## config.mk

```make
export PLATFORM = sky130hd
export DESIGN_NAME = pokey_key_scanner
export DESIGN_NICKNAME = d
export VERILOG_FILES = /design/src/rtl/pokey_key_scanner_pkg.sv /design/src/rtl/pokey_scan_timer.sv /design/src/rtl/pokey_key_scanner.sv
export SDC_FILE = /design/constraint.sdc
export NUM_CORES = 1
export LEC_CHECK = 0
export CAP_MARGIN = 20
export CELL_PAD_IN_SITES_DETAIL_PLACEMENT = 1
export CELL_PAD_IN_SITES_GLOBAL_PLACEMENT = 1
export CORE_MARGIN = 8
export CORE_UTILIZATION = 39
export CTS_CLUSTER_DIAMETER = 200
export CTS_CLUSTER_SIZE = 14
export DETAILED_ROUTE_END_ITERATION = 10
export PLACE_DENSITY_LB_ADDON = 0.1
export SLEW_MARGIN = 20
export SYNTH_ARGS = -nofsm -noshare
export SYNTH_HDL_FRONTEND = slang
export SYNTH_SLANG_ARGS = --single-unit
```

## constraint.sdc

```tcl
create_clock -name o2 -period 1.85 [get_ports o2]
set_input_delay 0.4625 -clock o2 [delete_from_list [all_inputs] [get_ports o2]]
set_output_delay 0.4625 -clock o2 [all_outputs]
set_load 0.05 [all_outputs]
```

## src/rtl/pokey_key_scanner_pkg.sv

```systemverilog
// Shared POKEY constants: keyboard FSM encoding, KBCODE bit layout and scan timing.
package pokey_key_scanner_pkg;

    localparam int SCAN_DIV_DEF = 114;

    localparam logic [1:0] ST_IDLE     = 2'd0;
    localparam logic [1:0] ST_DEBOUNCE = 2'd1;
    localparam logic [1:0] ST_PRESSED  = 2'd2;

    localparam int CTRL_BIT  = 7;
    localparam int SHIFT_BIT = 6;

    function automatic logic [7:0] pack_kbcode(input logic ctrl, input logic shift,
                                               input logic [5:0] key);
        logic [7:0] code;
        code            = {2'b00, key};
        code[CTRL_BIT]  = ctrl;
        code[SHIFT_BIT] = shift;
        return code;
    endfunction

endpackage

```

## src/rtl/pokey_scan_timer.sv

```systemverilog
// Slot divider and scan index counter; shared by keyboard and pot scanning.
module pokey_scan_timer
    import pokey_key_scanner_pkg::*;
#(
    parameter int DIV   = SCAN_DIV_DEF,
    parameter int IDX_W = 6
) (
    input  logic             clk,
    input  logic             rst,
    input  logic             en,
    output logic             strobe,
    output logic [IDX_W-1:0] idx
);

    localparam int CW = $clog2(DIV);
    localparam logic [CW-1:0] CNT_LAST = CW'(DIV - 1);

    logic [CW-1:0] cnt;

    // Disable wins over the strobe so nothing downstream sees a sample while stopped.
    assign strobe = en && (cnt == CNT_LAST);

    always_ff @(posedge clk or posedge rst) begin
        if (rst) begin
            cnt <= '0;
            idx <= '0;
        end else if (!en) begin
            cnt <= '0;
            idx <= '0;
        end else if (strobe) begin
            cnt <= '0;
            idx <= idx + 1'b1;
        end else begin
            cnt <= cnt + 1'b1;
        end
    end

endmodule

```

## src/rtl/pokey_key_scanner.sv

```systemverilog
// Keyboard matrix scanner: debounces over two frames, latches KBCODE, raises a key IRQ.
module pokey_key_scanner
    import pokey_key_scanner_pkg::*;
#(
    parameter int         SCAN_DIV  = SCAN_DIV_DEF,
    parameter logic [5:0] SHIFT_IDX = 6'h10,
    parameter logic [5:0] CTRL_IDX  = 6'h20
) (
    input  logic       o2,
    input  logic       rst,
    input  logic       scan_en,
    input  logic       kr1_L,
    input  logic       kr2_L,
    output logic [5:0] key_scan_L,
    output logic [7:0] kbcode,
    output logic       keydown,
    output logic       shift_held,
    output logic       kbd_irq
);

    logic [1:0] kr1_sync, kr2_sync;
    logic       kr1_s, kr2_s;
    logic       strobe;
    logic [5:0] idx;
    logic [5:0] cand;
    logic [1:0] state;
    logic       ctrl_lat;

    always_ff @(posedge o2 or posedge rst) begin
        if (rst) begin
            kr1_sync <= 2'b11;
            kr2_sync <= 2'b11;
        end else begin
            kr1_sync <= {kr1_sync[0], kr1_L};
            kr2_sync <= {kr2_sync[0], kr2_L};
        end
    end

    assign kr1_s = kr1_sync[1];
    assign kr2_s = kr2_sync[1];

    pokey_scan_timer #(.DIV(SCAN_DIV), .IDX_W(6)) u_timer (
        .clk    (o2),
        .rst    (rst),
        .en     (scan_en),
        .strobe (strobe),
        .idx    (idx)
    );

    assign key_scan_L = ~idx;

    always_ff @(posedge o2 or posedge rst) begin
        if (rst) begin
            state      <= ST_IDLE;
            cand       <= '0;
            kbcode     <= '0;
            keydown    <= 1'b0;
            shift_held <= 1'b0;
            ctrl_lat   <= 1'b0;
            kbd_irq    <= 1'b0;
        end else if (!scan_en) begin
            // kbcode and ctrl latch are deliberately retained across a scan stop.
            state      <= ST_IDLE;
            keydown    <= 1'b0;
            shift_held <= 1'b0;
            kbd_irq    <= 1'b0;
        end else begin
            kbd_irq <= 1'b0;
            if (strobe) begin
                if (idx == SHIFT_IDX) shift_held <= ~kr2_s;
                if (idx == CTRL_IDX)  ctrl_lat   <= ~kr2_s;
                case (state)
                    ST_IDLE: begin
                        if (!kr1_s) begin
                            cand  <= idx;
                            state <= ST_DEBOUNCE;
                        end
                    end
                    ST_DEBOUNCE: begin
                        if (idx == cand) begin
                            if (!kr1_s) begin
                                state   <= ST_PRESSED;
                                kbcode  <= pack_kbcode(ctrl_lat, shift_held, cand);
                                keydown <= 1'b1;
                                kbd_irq <= 1'b1;
                            end else begin
                                state <= ST_IDLE;
                            end
                        end
                    end
                    ST_PRESSED: begin
                        // Other keys are invisible until the held one is seen released.
                        if (idx == cand && kr1_s) begin
                            state   <= ST_IDLE;
                            keydown <= 1'b0;
                        end
                    end
                    default: state <= ST_IDLE;
                endcase
            end
        end
    end

endmodule
```

==> run_results.csv <==
group,metric,value,unit
synth,synth-edff-count,0,
global_routing,grt_use_total,13.0,%
min_path,worstHoldEndpoint,"kr1_sync[1]",
routing,wl_per_cell,16.8,um
routing,drt_iter0_markers,22,
final_layout,layoutNonFillerInstCount,259,
floorplanning,die_h,82.8,um
critical_path,r2r_end,"ctrl_lat",
pwr,ir_drop,0.390,mV
min_path,hp-class,"reg -> reg",
sta,fin_tns_setup,-0.221,ns
min_path,whs_path_depth,0,
sta,min_period,1.96,ns
job,maxCapViolCount,0,
clock_network,cts_tree,"done",
floorplanning,rows,24,
floorplanning,die_w,82.8,um
routing,firstDrtPassIters,3,
sta,fmaxAchievable,510,MHz
critical_path,crit_type,"reg -> reg",
sta,max_slew_margin,73.3,%
clock_network,cts_num_sinks,37,
sta,skew,0.00486,ns
floorplanning,core-area,4320,um^2
placement,dp_hpwl,3190,um
global_routing,grt.met2_usage,23.1,%
min_path,min_from,"kr1_sync[0]",
routing,vias,1298,
critical_path,cp.arrival,2.13,ns
critical_path,timing.rr.start,"u_timer.cnt[1]",
critical_path,reg2reg_depth,7,
critical_path,crit_path_max_fanout,5,
global_routing,use_met3,4.00,%
synth,synth.most_common_cell,"dfrtp_1",
critical_path,critPathRequiredTime,2.02,ns
pwr,leakage,0.00117,uW
placement,io_buffers,21,
final_layout,layout-drive-gt1-share,43.0,%
sta,rsz0062_at_grt,"yes",
clock_network,cts_buffers,5,
routing,wl,4340,um
global_routing,antenna_found_initial,0,
run_status,status,"complete, but fails checks",
synth,ys_seq_elements,37,
final_layout,num_antenna_cells,0,
routing,final_antenna_net_count,0,
clock_network,clock_latency,0.29,ns
critical_path,crit_path_end_kind,"flop",
global_routing,gr-total-overflow,0,
final_layout,nets,215,
clock_network,clk_path_buf_depth,2,
synth,synth_top_area_share,47.4,%
synth,synthCells,149,
routing,drc_errors,0,
synth,synthesis.area,1740,um^2
routing,vias_per_cell,5.01,
synth,synth-async-reset-ratio,100,%
floorplanning,io_pins,22,
synth,syn-num-nets,158,
floorplanning,dieArea,6860,um^2
sta,finalSetupViolations,9,
sta,min_period_over_period,106,%
global_routing,grt_pass1_wl,7410,um
placement,gp_congestion,0.768,
sta,hold_viol,0,
pwr,p_per_area,588,nW/um^2
synth,synth_flop_cell,"dfrtp_1",
clock_network,cts_hold_buf,0,
global_routing,busiest_layer,"met2",
critical_path,regToRegSetupSlack,-0.11,ns
clock_network,cts-htree-levels,2,
final_layout,syn2layout_area_growth,42.2,%
sta,layout_setup_ws,-0.109,ns
synth,synth_cell_types,34,
synth,synth_common_cells,"dfrtp_1 (33), nor2_1 (16), mux2_2 (15), xnor2_1 (13), inv_1 (10)",
synth,synth_area_leaders,"dfrtp_1 (47%), mux2_2 (9.7%), xnor2_1 (6.5%)",
synth,yosysWarningCount,0,
synth,avgSynthCellArea,11.7,um^2
global_routing,grt_pass1_vias,1542,
sta,maxSlewViolCount,0,
run_status,violations,"setup timing",
synth,yosys.area.top_type,"dfrtp_1",
floorplanning,initial_utilization,40.3,%
clock_network,root_buffer,"clkbuf_8",
placement,dp_cells,245,
critical_path,start_kind,"flop",
synth,yosysSeqAreaShare,53.4,%
global_routing,grt_max_degree,38,
clock_network,clk_pin_slew_worst_paths,0.08,ns
sta,tightest_slew,0.398,ns
global_routing,met1_usage,14.3,%
[kinds of logic after synthesis]
family                   count (synthesis)  share of synthesized area, %
flip-flops                              37                          53.4
buffers and inverters                   15                          4.24
multiplexers                            15                          9.70
adder cells (fa/ha/maj)                  4                          2.87
XOR/XNOR                                16                          8.05
AND/OR/NAND/NOR                         54                          18.7
AO/OA/AOI/OAI                            8                          2.95
[metal layers]
layer / vias to the layer above / wire length (um)
met2: 21 / 2220
met3: 7 / 176
met4: 0 / 59
met5: - / 0
li1: 613 / -
met1: 657 / 1890
[placed cells by master, fill, tap and decap left out, types with 2 or more instances in the layout]
cell type / netlist / layout
buf_4: 0 / 38
dfrtp_1: 33 / 33
nor2_1: 16 / 16
mux2_4: 0 / 14
xnor2_1: 13 / 13
nand2_1: 9 / 8
inv_1: 10 / 8
nand3_1: 7 / 7
buf_12: 0 / 7
clkbuf_8: 0 / 5
buf_6: 2 / 5
dfstp_2: 4 / 4
nor4_1: 4 / 3
clkinvlp_4: 0 / 3
xor2_1: 3 / 3
ha_1: 4 / 3
clkdlybuf4s50_1: 0 / 3
and2_1: 2 / 2
a31oi_1: 2 / 2
nor4_4: 1 / 2
o21ai_0: 2 / 2
nand4_1: 2 / 2
clkinv_2: 0 / 2
[worst max path at each step]
| stage | cells past startpoint | slack (ns) | startpoint | endpoint |
|---|---|---|---|---|
| after floorplan | 3 | 0.01 | scan_en | kbcode[0] |
| after global placement | 5 | -0.49 | scan_en | cand[4] |
| after detailed placement | 5 | -0.52 | scan_en | cand[0] |
| after CTS | 8 | -0.08 | u_timer.cnt[1] | kbcode[1] |
| after global routing | 7 | -0.18 | u_timer.cnt[1] | ctrl_lat |
| final | 7 | -0.11 | u_timer.cnt[1] | ctrl_lat |
[where the power goes]
part	leakage [uW]	switching, uW	internal, uW
combinational	0.000622	41.7	37.5
sequential	0.000501	5.50	822
clock	0.0000439	289	260
total	0.00117	336	1120
[critical path: stages (launching register included)]
cell,delay [ns]
dfrtp_1,0.38
inv_1,0.06
ha_2,0.17
and4bb_1,0.22
buf_6,0.13
nand4_1,0.15
or4_4,0.46
mux2_2,0.28
[metrics by stage]
step | instance area, um^2 | setup WS [ns] | hold slack [ns] | utilization, % | power [uW]
final | 2480 | -0.109 | 0.358 | 57.3 | 1460
after global routing | 2480 | -0.182 | 0.366 | 57.3 | 1520
after CTS | 2410 | -0.0848 | 0.359 | 55.8 | 1490
after detailed placement | 2240 | -0.520 | 0.348 | 51.8 | 916
after global placement | 2240 | -0.491 | 0.347 | 51.8 | 913
after floorplan | 1750 | 0.00974 | 0.345 | - | 873
[registers in the layout, indices dropped and copies added (netlist names)]
register	cells
u_timer.cnt	7
kr1_sync	2
cand	6
ctrl_lat	1
u_timer.idx	6
kbcode	8
shift_held	1
kbd_irq	1
keydown	1
state	2
kr2_sync	2
[repair_timing]
action / 4_1_cts / 5_1_grt
cloned: 0 / 0
setup buffers: 4 / 3
gates resized for setup: 15 / 12
setup endpoints to repair: 17 / 20
pin swaps: 3 / 4
[layout make-up]
class,count,area (um^2)
fill,469,1850
clock buffer,5,68.8
inverter,11,48.8
timing repair buffer,54,524
multi-input combinational,97,821
tap,52,65.1
sequential,37,931
clock inverter,3,17.5
(Power assumes the default switching activity.)
